## config.mk

```make
export PLATFORM = sky130hd
export DESIGN_NAME = cmp_signed_exerciser
export DESIGN_NICKNAME = d
export VERILOG_FILES = /design/src/rtl/cmp_signed_exerciser.sv
export SDC_FILE = /design/constraint.sdc
export NUM_CORES = 1
export LEC_CHECK = 0
export ABC_CLOCK_PERIOD_IN_PS = 5800
export CAP_MARGIN = 25
export CORE_UTILIZATION = 55
export CTS_BUF_LIST = sky130_fd_sc_hd__clkbuf_16
export DETAILED_ROUTE_END_ITERATION = 12
export PLACE_DENSITY = 0.85
export SLEW_MARGIN = 15
export SYNTH_ARGS = -nofsm -noshare
export SYNTH_HDL_FRONTEND = slang
export SYNTH_SLANG_ARGS = --single-unit
export TNS_END_PERCENT = 5
```

## constraint.sdc

```tcl
create_clock -name clk -period 5.8 [get_ports clk]
set_input_delay 1.45 -clock clk [delete_from_list [all_inputs] [get_ports clk]]
set_output_delay 1.45 -clock clk [all_outputs]
set_load 0.05 [all_outputs]
```

## src/rtl/cmp_signed_exerciser.sv

```systemverilog
// cmp_signed_exerciser: exhaustive sweep of a signed comparator, counting mismatches and latching the first failing pair
module cmp_signed_exerciser #(
  parameter int WIDTH  = 8,
  parameter int SETTLE = 1
) (
  input  logic               clk,
  input  logic               reset,
  input  logic               start,
  output logic [WIDTH-1:0]   a_o,
  output logic [WIDTH-1:0]   b_o,
  input  logic               gt_i,
  output logic               busy,
  output logic               done,
  output logic               pass,
  output logic [2*WIDTH:0]   err_count,
  output logic [2*WIDTH-1:0] vec_count,
  output logic [WIDTH-1:0]   fail_a,
  output logic [WIDTH-1:0]   fail_b
);
  localparam int CW = SETTLE > 1 ? $clog2(SETTLE) : 1;
  typedef enum logic [1:0] {IDLE, DRIVE, CHECK, DONE} state_t;
  state_t             state_q, state_d;
  logic [2*WIDTH-1:0] vec_q, vec_d;
  logic [CW-1:0]      cnt_q, cnt_d;
  logic [2*WIDTH:0]   err_q, err_d;
  logic [WIDTH-1:0]   fail_a_q, fail_a_d, fail_b_q, fail_b_d;
  logic               busy_q, busy_d, done_q, done_d, pass_q, pass_d;
  logic               exp_gt, miss;
  assign a_o       = vec_q[2*WIDTH-1:WIDTH];
  assign b_o       = vec_q[WIDTH-1:0];
  assign exp_gt    = $signed(a_o) > $signed(b_o);
  assign miss      = gt_i != exp_gt;
  assign busy      = busy_q;
  assign done      = done_q;
  assign pass      = pass_q;
  assign err_count = err_q;
  assign vec_count = vec_q;
  assign fail_a    = fail_a_q;
  assign fail_b    = fail_b_q;
  always_comb begin
    state_d  = state_q;
    vec_d    = vec_q;
    cnt_d    = cnt_q;
    err_d    = err_q;
    fail_a_d = fail_a_q;
    fail_b_d = fail_b_q;
    busy_d   = busy_q;
    done_d   = done_q;
    pass_d   = pass_q;
    case (state_q)
      IDLE, DONE: if (start) begin
        state_d  = DRIVE;
        vec_d    = '0;
        cnt_d    = '0;
        err_d    = '0;
        fail_a_d = '0;
        fail_b_d = '0;
        busy_d   = 1'b1;
        done_d   = 1'b0;
        pass_d   = 1'b0;
      end
      DRIVE: begin
        state_d = cnt_q == CW'(SETTLE - 1) ? CHECK : DRIVE;
        cnt_d   = cnt_q == CW'(SETTLE - 1) ? '0 : cnt_q + CW'(1);
      end
      CHECK: begin
        // first mismatch is recognised by the counter still being zero; saturation never wraps it back
        if (miss) begin
          err_d    = &err_q ? err_q : err_q + (2*WIDTH+1)'(1);
          fail_a_d = err_q == '0 ? a_o : fail_a_q;
          fail_b_d = err_q == '0 ? b_o : fail_b_q;
        end
        if (&vec_q) begin
          state_d = DONE;
          busy_d  = 1'b0;
          done_d  = 1'b1;
          pass_d  = err_d == '0;
        end else begin
          state_d = DRIVE;
          vec_d   = vec_q + (2*WIDTH)'(1);
        end
      end
      default: state_d = IDLE;
    endcase
  end
  always_ff @(posedge clk) begin
    if (reset) begin
      state_q  <= IDLE;
      vec_q    <= '0;
      cnt_q    <= '0;
      err_q    <= '0;
      fail_a_q <= '0;
      fail_b_q <= '0;
      busy_q   <= 1'b0;
      done_q   <= 1'b0;
      pass_q   <= 1'b0;
    end else begin
      state_q  <= state_d;
      vec_q    <= vec_d;
      cnt_q    <= cnt_d;
      err_q    <= err_d;
      fail_a_q <= fail_a_d;
      fail_b_q <= fail_b_d;
      busy_q   <= busy_d;
      done_q   <= done_d;
      pass_q   <= pass_d;
    end
  end
endmodule
```

# Word level (Yosys, flattened, before mapping)
# Cells that the tools add are included.
[op_classes] n_addsub=3 mul=0 div_mod_pow=0 magnitude_cmp=1 eq_ne=9 shifts=0 muxes=29 n_bitwise=0 reduce_logical=13
[op_table] cell="two-way mux 17 bit" count=4
[op_table] cell="two-way mux 8 bit" count=5
[op_table] cell="zero test 17 bit" count=2
[op_table] cell="one-hot mux 17 bit (2 select lines)" count=1
[op_table] cell="two-way mux 16 bit" count=2
[op_table] cell="one-hot mux 16 bit (2 select lines)" count=1
[op_table] cell="one-hot mux 8 bit (2 select lines)" count=2
[op_table] cell="adder 17 x 1 -> 17 bit, second input constant" count=1
[op_table] cell="AND reduction 17 bit" count=1
[op_table] cell="adder 16 x 1 -> 16 bit, second input constant" count=1
[op_table] cell="AND reduction 16 bit" count=1
[op_table] cell="inequality test 2 bit, second input constant" count=5
[op_table] cell="> comparator 8 bit" count=1
[op_table] cell="one-hot mux 1 bit (2 select lines)" count=4
[op_table] cell="two-way mux 1 bit" count=6
[op_table] cell="two-way mux 2 bit" count=3
[op_table] cell="one-hot mux 2 bit (3 select lines)" count=1
[op_table] cell="AND reduction 3 bit" count=2
[op_table] cell="equality test 2 bit, second input constant" count=2
[op_table] cell="AND reduction 2 bit" count=2
[op_table] cell="AND reduction 4 bit" count=1
[op_table] cell="nonzero test 2 bit" count=2
[op_table] cell="equality test 2 x 1 -> 1 bit, second input constant" count=1
[op_table] cell="zero test 2 bit" count=1
[op_table] cell="other kinds (3)" count=3
[totals] reg_bits=55 latchBits=0 mem_bits_rw=0 romBits=0 out_inout_bits=68 elab_cells=64 mem_count=0

# Depth between registers and ports, before layout
[depth] depth_word=7 ltp_mapped=12

# Least setup slack after synthesis
# No wires, ideal clock.
[synth_path] path_type="input port to flip-flop" startpoint="input start" endpoint="register vec_q[13], in the netlist vec_count[13]" arrival_ns=3.130 setup_slack_ns=2.544 cell_stages=9 path_cell_list="nand2b_1 clkbuf_1 o21ai_1 a21oi_1 nand4_1 nor3_1 nand4_1 xnor2_1 nor2_1"
[synth_between] elab_chain_len=2
[synth_rtl] element="start: declaration" line_no="8" rtl="input logic start,"
[synth_rtl] element="inequality test 2 bit (no source line)"
[synth_rtl] element="AND reduction 3 bit (no source line)"
[synth_rtl] element="end signal: assignment" line_no="99" rtl="vec_q <= vec_d;"
[synth_rtl] element="end: declaration" line_no="23" rtl="logic [2*WIDTH-1:0] vec_q, vec_d;"
# Every way passes these cells.
# A chain may end at the register's enable or synchronous reset.

# Worst setup path in the final report
[layout_path] startpoint="input start" endpoint="register vec_q[9], in the netlist vec_count[9]"
# The elaborated chain is that of the path after synthesis.

==> results.tsv <==
stage	metric	value	unit
run_status	status	finished, final reports clean	
worst_hold_path	Worst Hold Path Cells	2	
pwr	Sw Ratio	39.3	%
place	DP Cell Count	507	
yosys	post-synthesis xor/xnor area fraction	6.27	%
clocking	CTS buffer count	5	
yosys	Post-Synth Adder-Cell Area	5.06	%
clocking	CTS tree	done	
detailed_routing	Detailed Route Iter0 Violations	270	
worst_hold_path	worst min path class	flop to flop	
run	max_cap viols	0	
detailed_routing	Initial DRT Pass Iterations	4	
yosys	FFs w/ async S/R, synth	0	%
place	final RePlAce weighted congestion	0.910	
yosys	sequential area share after synthesis	33.7	%
place	DPL Wire Length	6110	um
yosys	number of flops mapped to enable cells by yosys	0	
timing	Slew @ Worst Pin	691	ps
pwr	combinational share of power	34.2	%
timing	min Tclk post-route	3830	ps
timing	Final Cycle Share	66.1	%
yosys	largest family of logic cells by synthesized area	simple AND/OR/NAND/NOR gates	
floorplanning	# IOs	72	
yosys	Syn Nets	419	
detailed_routing	met1 wire length	3720	um
detailed_routing	WL final	8440	um
setup_path	crit path DAT	3990	ps
yosys	most common flop cell mapped by yosys	dfxtp_1	
detailed_routing	via count	3097	
yosys	post-synthesis register bit count	54	
clocking	Worst-Skew Late Latency	290	ps
finish	Area Overhead vs Synth	23.1	%
yosys	top cells by area, synth	dfxtp_1 (34%), nor2_1 (6.3%), xnor2_1 (5.2%)	
timing	Pins Over Slew Limit	0	
floorplanning	full die area	6150	um2
setup_path	crit path launch	start	
pwr	Flop pwr share	37.5	%
setup_path	worst r2r src	vec_count[3]$_SDFFE_PP0P_	
yosys	YS warnings	0	
setup_path	CP Launch Type	primary input	
detailed_routing	post-route ant nets	0	
setup_path	end of the critical path	vec_count[9]$_SDFFE_PP0P_	
timing	relative slew slack	53.6	%
pwr	pwr dens	265	nW/um2
setup_path	FF-to-FF path depth	11	
timing	setup TNS	0	ps
finish	layout cells sized above 1	5.64	%
grt	total global-route track usage	28.0	%
yosys	most instantiated cells after synthesis	dfxtp_1 (54), nor2_1 (54), a21oi_1 (29)	
floorplanning	core area	5570	um2
setup_path	CP required	5960	ps
yosys	Cells after Synth	402	
grt	number of global-route vias before repair	2707	
floorplanning	DIE WIDTH	78.4	um
detailed_routing	met2 wire length	4040	um
timing	RSZ-0062 raised after global routing	false	
finish	Layout Nets	460	
setup_path	Reg-to-Reg End	fail_b[2]$_SDFFE_PP0P_	
detailed_routing	drt via density	6.01	
pwr	P_int	0.636	mW
clocking	hold buffers post-CTS	0	
floorplanning	# rows	27	
floorplanning	initial core utilization	57.6	%
clocking	post-CTS resize count	0	
setup_path	Critical Path Fanout Max	19	
clocking	number of setup buffers added after CTS	0	
yosys	Synth cell types	57	
pwr	Net Sw Power	0.413	mW
clocking	H-tree level count	2	
detailed_routing	met3 wire len	591	um
place	Port Buffers	71	
timing	clock skew	6.34	ps
detailed_routing	Top Metal Used	met4	
yosys	mux contribution to synthesized area	0.935	%
grt	pin count of the biggest net entering global routing	43	
pwr	clock power share	28.3	%
clocking	CTS Sinks	54	
timing	Final Hold Vio Count	0	
yosys	share of the synthesized area in the top cell type	33.7	%
yosys	compound-cell area share of the yosys netlist	17.3	%
setup_path	reg-to-reg slack, setup	2110	ps
pwr	Design Power	1.05	mW
yosys	largest area contributor in the netlist	dfxtp_1	
setup_path	Worst Setup End Kind	flop	
detailed_routing	post-route DRC violation count	0	
finish	number of antenna diodes	0	
grt	gr ovfl total	0	
timing	final setup vio count	0	
floorplanning	Vert. Die Dim	78.4	um
pwr	leak pwr	1.36	nW
worst_hold_path	hold wc startpoint	fail_a[5]$_SDFFE_PP0P_	
yosys	Syn Area/Cell	7.99	um2
timing	Hold WS	488	ps
finish	final cell count without fillers	515	
clocking	Clock Tree Buf Depth	2	
clocking	Clock transition at path regs	70	ps
grt	first-pass GRT wire length	13600	um
yosys	Netlist Area Pre-Place	3210	um2
detailed_routing	Avg WL per Cell	16.4	um
setup_path	Setup CP Type	primary input to flop	
pwr	VDD IR max	0.378	mV
clocking	Root Buffer	clkbuf_16	
timing	fmax	0.261	GHz
yosys	simple-gate portion of the synthesized area	27.2	%
grt	initial antenna violation count	0	
==> flip-flops by register name, summed over array words and instances (netlist names) <==
signal     flops
done           1
fail_a         8
pass           1
fail_b         8
vec_count     16
err_count     17
state_q        2
busy           1
==> metal layers <==
layer | up-vias | GRT usage [%]
met5 | - | 0
met4 | 0 | 7.41
met3 | 10 | 5.23
met2 | 143 | 44.4
met1 | 1448 | 39.0
li1 | 1496 | -
==> critical path, stage by stage <==
cell	delay [ps]
clkdlybuf4s50_1	510
nand2b_1	300
o21ai_1	110
buf_4	210
a21oi_1	230
nand4_1	200
nor3_1	560
nand2_1	150
xnor2_1	200
nor2_1	60
==> logic make-up after synthesis <==
kind of cell,after synthesis
buffers and inverters,63
multiplexers,3
AND/OR/NAND/NOR,163
XOR/XNOR,23
AO/OA/AOI/OAI,83
adder cells (fa/ha/maj),13
flip-flops,54
==> cell usage in the layout, fill, tap and decap left out, types with 2 or more instances in the layout <==
cell type	instances
or3_1	3
a22oi_1	7
clkinvlp_4	2
clkbuf_16	5
and3_1	8
nand3_1	11
a211oi_1	4
a2bb2oi_1	2
nor3_1	10
nor2_1	54
a21o_1	3
and4_1	4
mux2i_1	3
and2_1	2
nand2b_1	4
nand4_1	10
nand3b_1	2
a31oi_1	3
dfxtp_1	54
a2111oi_2	2
clkdlybuf4s50_1	71
nand2_1	27
nor4_1	13
ha_1	13
a311oi_1	8
inv_1	22
xnor2_1	19
nor2b_1	2
xor2_1	4
a21oi_1	29
buf_4	4
o21ai_0	13
==> power by group through the flow <==
| stage | registers (mW) | logic (mW) | clock network [mW] |
|---|---|---|---|
| 5_1_grt | 0.395 | 0.396 | 0.316 |
| 6_report | 0.393 | 0.359 | 0.297 |
| 3_5_place_dp | 0.402 | 0.350 | 0 |
| 3_3_place_gp | 0.401 | 0.335 | 0 |
| 2_1_floorplan | 0.416 | 0.248 | 0 |
| 4_1_cts | 0.393 | 0.353 | 0.296 |
==> area by class of cell <==
| class | count | area (um2) |
|---|---|---|
| Inverter | 22 | 82.6 |
| Clock buffer | 5 | 125 |
| Timing Repair Buffer | 75 | 741 |
| Clock inverter | 2 | 15.0 |
| Multi-Input combinational cell | 285 | 1820 |
| Sequential cell | 54 | 1080 |
| Tap cell | 72 | 90.1 |
| Fill cell | 442 | 1620 |
==> worst min path at each step <==
stage	to	slack (ps)
after floorplan	state_q[1]$_SDFFE_PP0P_	480
after global placement	fail_b[1]$_SDFFE_PP0P_	480
after detailed placement	fail_a[5]$_SDFFE_PP0P_	480
after CTS	fail_a[5]$_SDFFE_PP0P_	500
after global routing	fail_b[7]$_SDFFE_PP0P_	540
final	fail_a[5]$_SDFFE_PP0P_	490
==> metrics by stage <==
stage | cell area (um2) | worst slack (ps) | util [%]
floorplan | 3210 | 2540 | -
global placement | 3810 | 1920 | 68.3
detailed placement | 3810 | 1770 | 68.3
CTS | 3950 | 2010 | 70.8
global route | 3960 | 1760 | 71.0
finish | 3960 | 1970 | 71.0
No activity file was read; power rests on OpenSTA's default activity.
